==> src/rtl/demux1_4_pkg.sv <==
// Shared definitions for the demux1_4 stream demultiplexer and its lanes.
package demux1_4_pkg;

  localparam int unsigned N_OUT = 4;
  localparam int unsigned SEL_W = 2;
  localparam int unsigned CNT_W = 8;

  typedef enum logic {
    ST_EMPTY = 1'b0,
    ST_FULL  = 1'b1
  } lane_state_e;

endpackage

==> src/rtl/demux1_4_lane.sv <==
// One-entry registered output slot with valid/ready handshake.
// Optional per-lane drain counter built when DEMUX_BEAT_CNT_EN is defined.
module demux1_4_lane
  import demux1_4_pkg::*;
#(
  parameter int unsigned W = 8
) (
  input  logic             clk,
  input  logic             rst_n,
  input  logic             load,
  input  logic [W-1:0]     din,
  input  logic             ready,
  output logic             valid,
  output logic [W-1:0]     data,
  output logic             lane_ok_c
`ifdef DEMUX_BEAT_CNT_EN
  ,
  input  logic             cnt_clr,
  output logic [CNT_W-1:0] cnt
`endif
);

  lane_state_e state_q;
  lane_state_e state_d;
  logic        drain;

  assign valid     = (state_q == ST_FULL);
  assign drain     = valid & ready;
  assign lane_ok_c = ~valid | ready;

  // Lane state register
  always_ff @(posedge clk or negedge rst_n) begin
    if (!rst_n) state_q <= ST_EMPTY;
    else        state_q <= state_d;
  end

  // Next-state: a load always leaves the slot full, a lone drain empties it
  always_comb begin
    state_d = state_q;
    case (state_q)
      ST_EMPTY: if (load)           state_d = ST_FULL;
      ST_FULL:  if (drain && !load) state_d = ST_EMPTY;
      default:                      state_d = ST_EMPTY;
    endcase
  end

  // Payload register; holds the last loaded value while empty
  always_ff @(posedge clk or negedge rst_n) begin
    if (!rst_n)    data <= '0;
    else if (load) data <= din;
  end

`ifdef DEMUX_BEAT_CNT_EN
  // Drain counter; clear wins over a coincident increment, wraps naturally
  always_ff @(posedge clk or negedge rst_n) begin
    if (!rst_n)       cnt <= '0;
    else if (cnt_clr) cnt <= '0;
    else if (drain)   cnt <= cnt + CNT_W'(1);
  end
`endif

endmodule

==> src/rtl/demux1_4.sv <==
// 1-to-4 stream demultiplexer with unicast/broadcast routing.
// Optional per-lane beat counters are enabled by the DEMUX_BEAT_CNT_EN macro.
module demux1_4
  import demux1_4_pkg::*;
#(
  parameter int unsigned W = 8
) (
  input  logic                   clk,
  input  logic                   rst_n,
  input  logic                   in_valid,
  output logic                   in_ready,
  input  logic [W-1:0]           in_data,
  input  logic [SEL_W-1:0]       in_sel,
  input  logic                   in_bcast,
  output logic [N_OUT-1:0]       out_valid,
  input  logic [N_OUT-1:0]       out_ready,
  output logic [N_OUT*W-1:0]     out_data
`ifdef DEMUX_BEAT_CNT_EN
  ,
  output logic [N_OUT*CNT_W-1:0] beat_cnt,
  input  logic                   cnt_clr
`endif
);

  logic [N_OUT-1:0] lane_ok;
  logic [N_OUT-1:0] load;
  logic             accept;

  // Ready mux: selected lane for unicast, all lanes for broadcast
  always_comb begin
    in_ready = lane_ok[in_sel];
    if (in_bcast) in_ready = &lane_ok;
  end

  assign accept = in_valid & in_ready;

  for (genvar i = 0; i < N_OUT; i++) begin : g_lane
    assign load[i] = accept & (in_bcast | (in_sel == SEL_W'(i)));

    demux1_4_lane #(.W(W)) u_lane (
      .clk       (clk),
      .rst_n     (rst_n),
      .load      (load[i]),
      .din       (in_data),
      .ready     (out_ready[i]),
      .valid     (out_valid[i]),
      .data      (out_data[i*W +: W]),
      .lane_ok_c (lane_ok[i])
`ifdef DEMUX_BEAT_CNT_EN
      ,
      .cnt_clr   (cnt_clr),
      .cnt       (beat_cnt[i*CNT_W +: CNT_W])
`endif
    );
  end

endmodule

==> config.mk <==
export PLATFORM = sky130hd
export DESIGN_NAME = demux1_4
export DESIGN_NICKNAME = d
export VERILOG_FILES = /design/src/rtl/demux1_4_pkg.sv /design/src/rtl/demux1_4_lane.sv /design/src/rtl/demux1_4.sv
export SDC_FILE = /design/constraint.sdc
export NUM_CORES = 1
export LEC_CHECK = 0
export ABC_AREA = 0
export CORE_AREA = 2 2 55 68
export CTS_BUF_LIST = sky130_fd_sc_hd__clkbuf_8
export CTS_CLUSTER_SIZE = 30
export DETAILED_ROUTE_END_ITERATION = 12
export DIE_AREA = 0 0 57 70
export PLACE_DENSITY_LB_ADDON = 0.15
export SYNTH_ARGS = -nofsm -noshare
export SYNTH_HDL_FRONTEND = slang
export SYNTH_SLANG_ARGS = --single-unit
export TNS_END_PERCENT = 5
==> constraint.sdc <==
create_clock -name clk -period 5.2 [get_ports clk]
set_input_delay 0.52 -clock clk [delete_from_list [all_inputs] [get_ports clk]]
set_output_delay 0.52 -clock clk [all_outputs]
set_load 0.1 [all_outputs]
==> impl_metrics.env, run 1 <==
export IMPL_critical_path_endpoint_type="output pin"
export IMPL_cts_tree="yes"
export IMPL_portBuffers=54
export IMPL_hold_viol=0
export IMPL_synth_top_family_by_area="multiplexers"
export IMPL_areaGrowthSynthToFinish_pct=39.3
export IMPL_finalWirelength_um=3160
export IMPL_synth_compound_area_share_pct=12.2
export IMPL_synth_area_per_cell_um2=16.1
export IMPL_synth_seq_area_share_pct=56.0
export IMPL_synth_mux_area_share_pct=23.3
export IMPL_place_hpwl_um=2340
export IMPL_multi_input_area_um2=658
export IMPL_hold_class="input pin to asynchronous set/reset pin"
export IMPL_critical_path_arrival_ns=2.86
export IMPL_max_clock_freq_mhz=296
export IMPL_cts_hold_buf=0
export IMPL_insertion_delay_ns=0.28
export IMPL_syn_num_nets=118
export IMPL_synth_seq_cells=36
export IMPL_grt_max_degree=37
export IMPL_synth_fa_ha_area_share_pct=0
export IMPL_std_cell_rows=24
export IMPL_routedWlPerCell_um=16.1
export IMPL_run_status="complete, no violations"
export IMPL_critPathRequiredTime_ns=4.68
export IMPL_criticalPathCategory="input pin to output pin"
export IMPL_antenna_found_initial=0
export IMPL_synthDistinctLibCells=19
export IMPL_drt_iter0_drc=8
export IMPL_ctsResizeCount=0
export IMPL_clock_sinks=36
export IMPL_clk_pin_slew_ns=0.06
export IMPL_worst_slew_pin_slew_ns=1.00
export IMPL_overflow=0
export IMPL_fin_tns_setup_ns=0
export IMPL_finalClockSkew_ns=0.00443
export IMPL_start_util_pct=47.0
export IMPL_period_share_pct=64.9
export IMPL_first_global_vias=1080
export IMPL_die_area_um2=3990
export IMPL_die_y_um=70
export IMPL_antenna_left=0
export IMPL_ctsHtreeMaxLevel=2
export IMPL_grt_first_pass_wirelength_um=5250
export IMPL_final_net_count=175
export IMPL_fp_dieW_um=57
export IMPL_place_congestion=0.799
export IMPL_grt_use_total_pct=17.3
export IMPL_cp_max_fo=5
export IMPL_syn_instance_count=100
export IMPL_ys_warn_count=0
export IMPL_syn_area_um2=1610
export IMPL_cts_path_max_buffers=2
export IMPL_startpoint_type="input pin"
export IMPL_setup_viol=0
export IMPL_synthSimpleGateAreaFrac_pct=5.37
export IMPL_rsz0062_at_grt="no"
export IMPL_ios=55
export IMPL_cts_root_buf="clkbuf_8"
export IMPL_drive_gt1_share_pct=31.8
export IMPL_slew_violations=0
export IMPL_diodes=0
export IMPL_vias=1001
export IMPL_core_area_um2=3420
export IMPL_seq_area_um2=901
export IMPL_drc_errors=0
export IMPL_max_cap_violations=0
export IMPL_numCtsBuffers=5
export IMPL_layout_min_cycle_time_ns=3.38
export IMPL_dr_pass1_iters=3
export IMPL_cts_setup_buffers=0
export IMPL_slew_headroom_pct=33.0
export IMPL_synthXorXnorAreaFrac_pct=0
export IMPL_fillers=274
export IMPL_via_per_inst=5.11
cell families (layout without fill, tap and decap cells):
| kind of cell | after synthesis | after routing |
|---|---|---|
| DFF | 36 | 36 |
| muxes | 32 | 32 |
| and+or+nand+nor | 10 | 10 |
| AOI/OAI and AO/OA | 13 | 13 |
| buffers and inverters | 9 | 66 |
cell usage after synthesis (all sizes together):
master,count,area (µm²)
a211oi,1,20.0
a21o,4,30.0
a21oi,2,10.0
a221oi,3,78.8
buf,4,30.0
clkinv,1,3.75
dfrtp,36,901
inv,4,15.0
mux2,32,375
nand2,1,3.75
nand2b,3,18.8
nand4,1,21.3
nor3,1,5.00
o211ai,1,21.3
o21ba,1,10.0
o221ai,1,26.3
or2b,3,26.3
or4bb,1,11.3
flip-flops by register name (all words and copies together), names as in the netlist:
name and cells:
g_lane.u_lane.data 32, g_lane.u_lane.valid 4
per-stage QoR:
| step | cells | cell area [µm²] | setup WS, ns | hold WS [ns] | util [%] |
|---|---|---|---|---|---|
| 2_1_floorplan | 100 | 1610 | 1.58 | 0.224 | - |
| 3_3_place_gp | 189 | 2160 | 1.87 | 0.475 | 63.2 |
| 3_5_place_dp | 189 | 2160 | 1.83 | 0.485 | 63.2 |
| 4_1_cts | 196 | 2240 | 1.82 | 0.340 | 65.4 |
| 5_1_grt | 196 | 2240 | 1.76 | 0.381 | 65.4 |
| 6_report | 196 | 2240 | 1.82 | 0.325 | 65.4 |
cell type report:
class,count,share of cell area (%)
Multi-Input combinational cell,55,29.4
Inverter,5,0.838
Timing Repair Buffer,54,23.9
Clock inverter,2,0.391
Sequential cell,36,40.2
Clock buffer,5,3.07
Tap cell,39,2.18
critical path: stages:
cell and delay (ns):
clkdlybuf4s50_1 0.54, o21ba_2 0.22, o221ai_4 0.20, nor3_1 0.22, clkdlybuf4s50_1 1.15
cells in the final DEF (no fill, tap or decap):
cell	instances
mux2_2	28
nand2b_1	3
a21o_1	4
nand2_1	1
o221ai_4	1
or2b_2	3
clkinv_2	1
nor3_1	1
clkbuf_8	5
dfrtp_1	36
a221oi_4	3
o211ai_4	1
or4bb_1	1
o21ba_2	1
nand4_4	1
clkdlybuf4s50_1	53
mux2_4	4
buf_2	1
a211oi_4	1
a21oi_1	2
inv_1	5
clkinv_1	1
per-layer routing:
layer  up-vias  wire [µm]  global-route usage [%]
li1        472          -                       -
met1       493       1250                    20.4
met2        31       1640                    29.0
met3         5        224                    5.74
met4         0         46                    6.20
met5         -          0                       0
final timing paths:
| path | from | endpoint | slack, ns | cells after the start |
|---|---|---|---|---|
| setup / recovery | in_sel[1] | in_ready | 1.82 | 5 |
| hold / removal | rst_n | g_lane[3].u_lane.valid | 0.32 | 1 |
| setup reg to reg | g_lane[1].u_lane.valid | g_lane[3].u_lane.data[0] | 3.23 | 4 |
| hold reg to reg | g_lane[3].u_lane.valid | g_lane[3].u_lane.valid | 0.49 | 1 |
| max in group asynchronous | rst_n | g_lane[1].u_lane.data[0] | 4.38 | 1 |
| min in group clk | g_lane[3].u_lane.valid | g_lane[3].u_lane.valid | 0.49 | 1 |
Power of run 1 is left out: the tool's default activity adds up to more than one toggle a clock period on the data nets, which glitch-free logic cannot reach.
==> run 2: changes to the inputs <==
- CORE_AREA: 2 2 55 68 -> 2 2 57 70
- DIE_AREA: 0 0 57 70 -> 0 0 59 72
- clock period: 5.2 -> 3.4 ns (I/O delays scaled with it)
==> run 2 against run 1 <==
Against the previous run: core utilization shrank 1.8 points; hold slack lost 0.18 ns; critical path depth is the same; non-clock buffer count is the same; die area grew 6.5%; count of clock-buffer cells in the layout grew 2; design area grew 0.73%; wire length grew 6.9%; setup slack lost 0.71 ns; clock skew shrank 0.00086 ns; first-iteration DRC count grew to 6.8 times the previous value.
==> impl_metrics.env, run 2 (synthesized netlist as in run 1, its figures left out) <==
export IMPL_run_status="complete, no violations"
export IMPL_drc_errors=0
export IMPL_fp_dieW_um=59
export IMPL_critical_path_arrival_ns=1.95
export IMPL_first_global_vias=1107
export IMPL_insertion_delay_ns=0.27
export IMPL_fillers=295
export IMPL_ios=55
export IMPL_hold_class="input pin to asynchronous set/reset pin"
export IMPL_critPathRequiredTime_ns=3.06
export IMPL_max_clock_freq_mhz=437
export IMPL_rsz0062_at_grt="no"
export IMPL_timing_hold_ws_ns=0.143
export IMPL_largest_register_ffs=32
export IMPL_start_util_pct=45.4
export IMPL_reg2regPathDepth=4
export IMPL_drive_gt1_share_pct=33.1
export IMPL_top_register="g_lane.u_lane.data"
export IMPL_cp_slowest_stage_delay_ns=0.59
export IMPL_overflow=0
export IMPL_final_cell_mix="52 x clkdlybuf4s50_1, 36 x dfrtp_1, 28 x mux2_2"
export IMPL_cts_tree="yes"
export IMPL_std_cell_rows=24
export IMPL_fin_tns_setup_ns=0
export IMPL_areaGrowthSynthToFinish_pct=40.3
export IMPL_place_hpwl_um=2480
export IMPL_rr_endpoint="g_lane[3].u_lane.data[3]"
export IMPL_portBuffers=54
export IMPL_crit_chain="clkdlybuf4s50_1, or4bb_1, o221ai_4, nor3_1, buf_4"
export IMPL_final_net_count=175
export IMPL_dr_pass1_iters=4
export IMPL_clock_sinks=36
export IMPL_layout_min_cycle_time_ns=2.29
export IMPL_via_per_inst=5.24
export IMPL_cts_root_buf="clkbuf_8"
export IMPL_numCtsBuffers=5
export IMPL_period_share_pct=67.3
export IMPL_cts_setup_buffers=0
export IMPL_antenna_left=0
export IMPL_worst_path_max_delay_cell="or4bb_1"
export IMPL_mostFrequentLayoutCell="clkdlybuf4s50_1"
export IMPL_setup_viol=0
export IMPL_grt_max_degree=37
export IMPL_place_congestion=0.791
export IMPL_ctsResizeCount=0
export IMPL_final_util_pct=63.7
export IMPL_diodes=0
export IMPL_critical_path_endpoint_type="output pin"
export IMPL_die_area_um2=4250
export IMPL_criticalPathCategory="input pin to output pin"
export IMPL_vias=1027
export IMPL_routedWlPerCell_um=17.2
export IMPL_grt_first_pass_wirelength_um=5600
export IMPL_finalClockSkew_ns=0.00357
export IMPL_die_y_um=72
export IMPL_antenna_found_initial=0
export IMPL_worst_slew_pin_slew_ns=0.988
export IMPL_cts_hold_buf=0
export IMPL_hold_viol=0
export IMPL_drt_iter0_drc=54
export IMPL_max_cap_violations=0
export IMPL_slew_headroom_pct=33.9
export IMPL_finalWirelength_um=3380
export IMPL_core_area_um2=3540
export IMPL_startpoint_type="input pin"
export IMPL_cts_path_max_buffers=2
export IMPL_cp_max_fo=5
export IMPL_slew_violations=0
export IMPL_clk_pin_slew_ns=0.07
export IMPL_grt_use_total_pct=17.7
export IMPL_r2r_start="g_lane[1].u_lane.valid"
export IMPL_ctsHtreeMaxLevel=2
export IMPL_r2r_setup_slack_ns=1.38
## run 2: changes by cell type in the layout (fill, tap and decap cells not counted)
cell	before	now
clkdlybuf4s50_1	53	52
inv_1	5	4
clkinv_2	1	0
clkbuf_8	5	7
buf_4	0	1
## run 2: critical path, delay by kind of cell
family / cells / cell delay, ns
AOI/OAI and AO/OA: 1 / 0.17
and+or+nand+nor: 2 / 0.71
buffers and inverters: 2 / 0.73
## run 2: per-layer routing
layer	wire (µm)	GRT usage (%)
met5	0	0
met4	76	7.32
met3	150	3.74
met2	1810	30.2
met1	1340	21.3
## run 2: per-stage QoR
stage,setup slack (ns),std cells,instance area [µm²]
2_1_floorplan,0.139,100,1610
3_3_place_gp,0.991,189,2160
3_5_place_dp,0.944,189,2160
4_1_cts,1.11,196,2260
5_1_grt,1.04,196,2260
6_report,1.11,196,2260
## run 2: worst max path at each step
stage	start	end
global route	in_sel[0]	in_ready
finish	in_sel[0]	in_ready
global placement	in_sel[0]	g_lane[1].u_lane.data[6]
detailed placement	in_sel[1]	g_lane[1].u_lane.data[1]
CTS	in_sel[0]	in_ready
floorplan	in_bcast	in_ready
## run 2: cell type report
| class | count | area [µm²] | area share, % |
|---|---|---|---|
| Tap cell | 39 | 48.8 | 2.16 |
| Sequential cell | 36 | 901 | 39.9 |
| Multi-Input combinational cell | 55 | 658 | 29.2 |
| Clock buffer | 7 | 96.3 | 4.27 |
| Inverter | 5 | 18.8 | 0.832 |
| Timing Repair Buffer | 54 | 533 | 23.6 |
Power of run 2 is left out for the same reason.
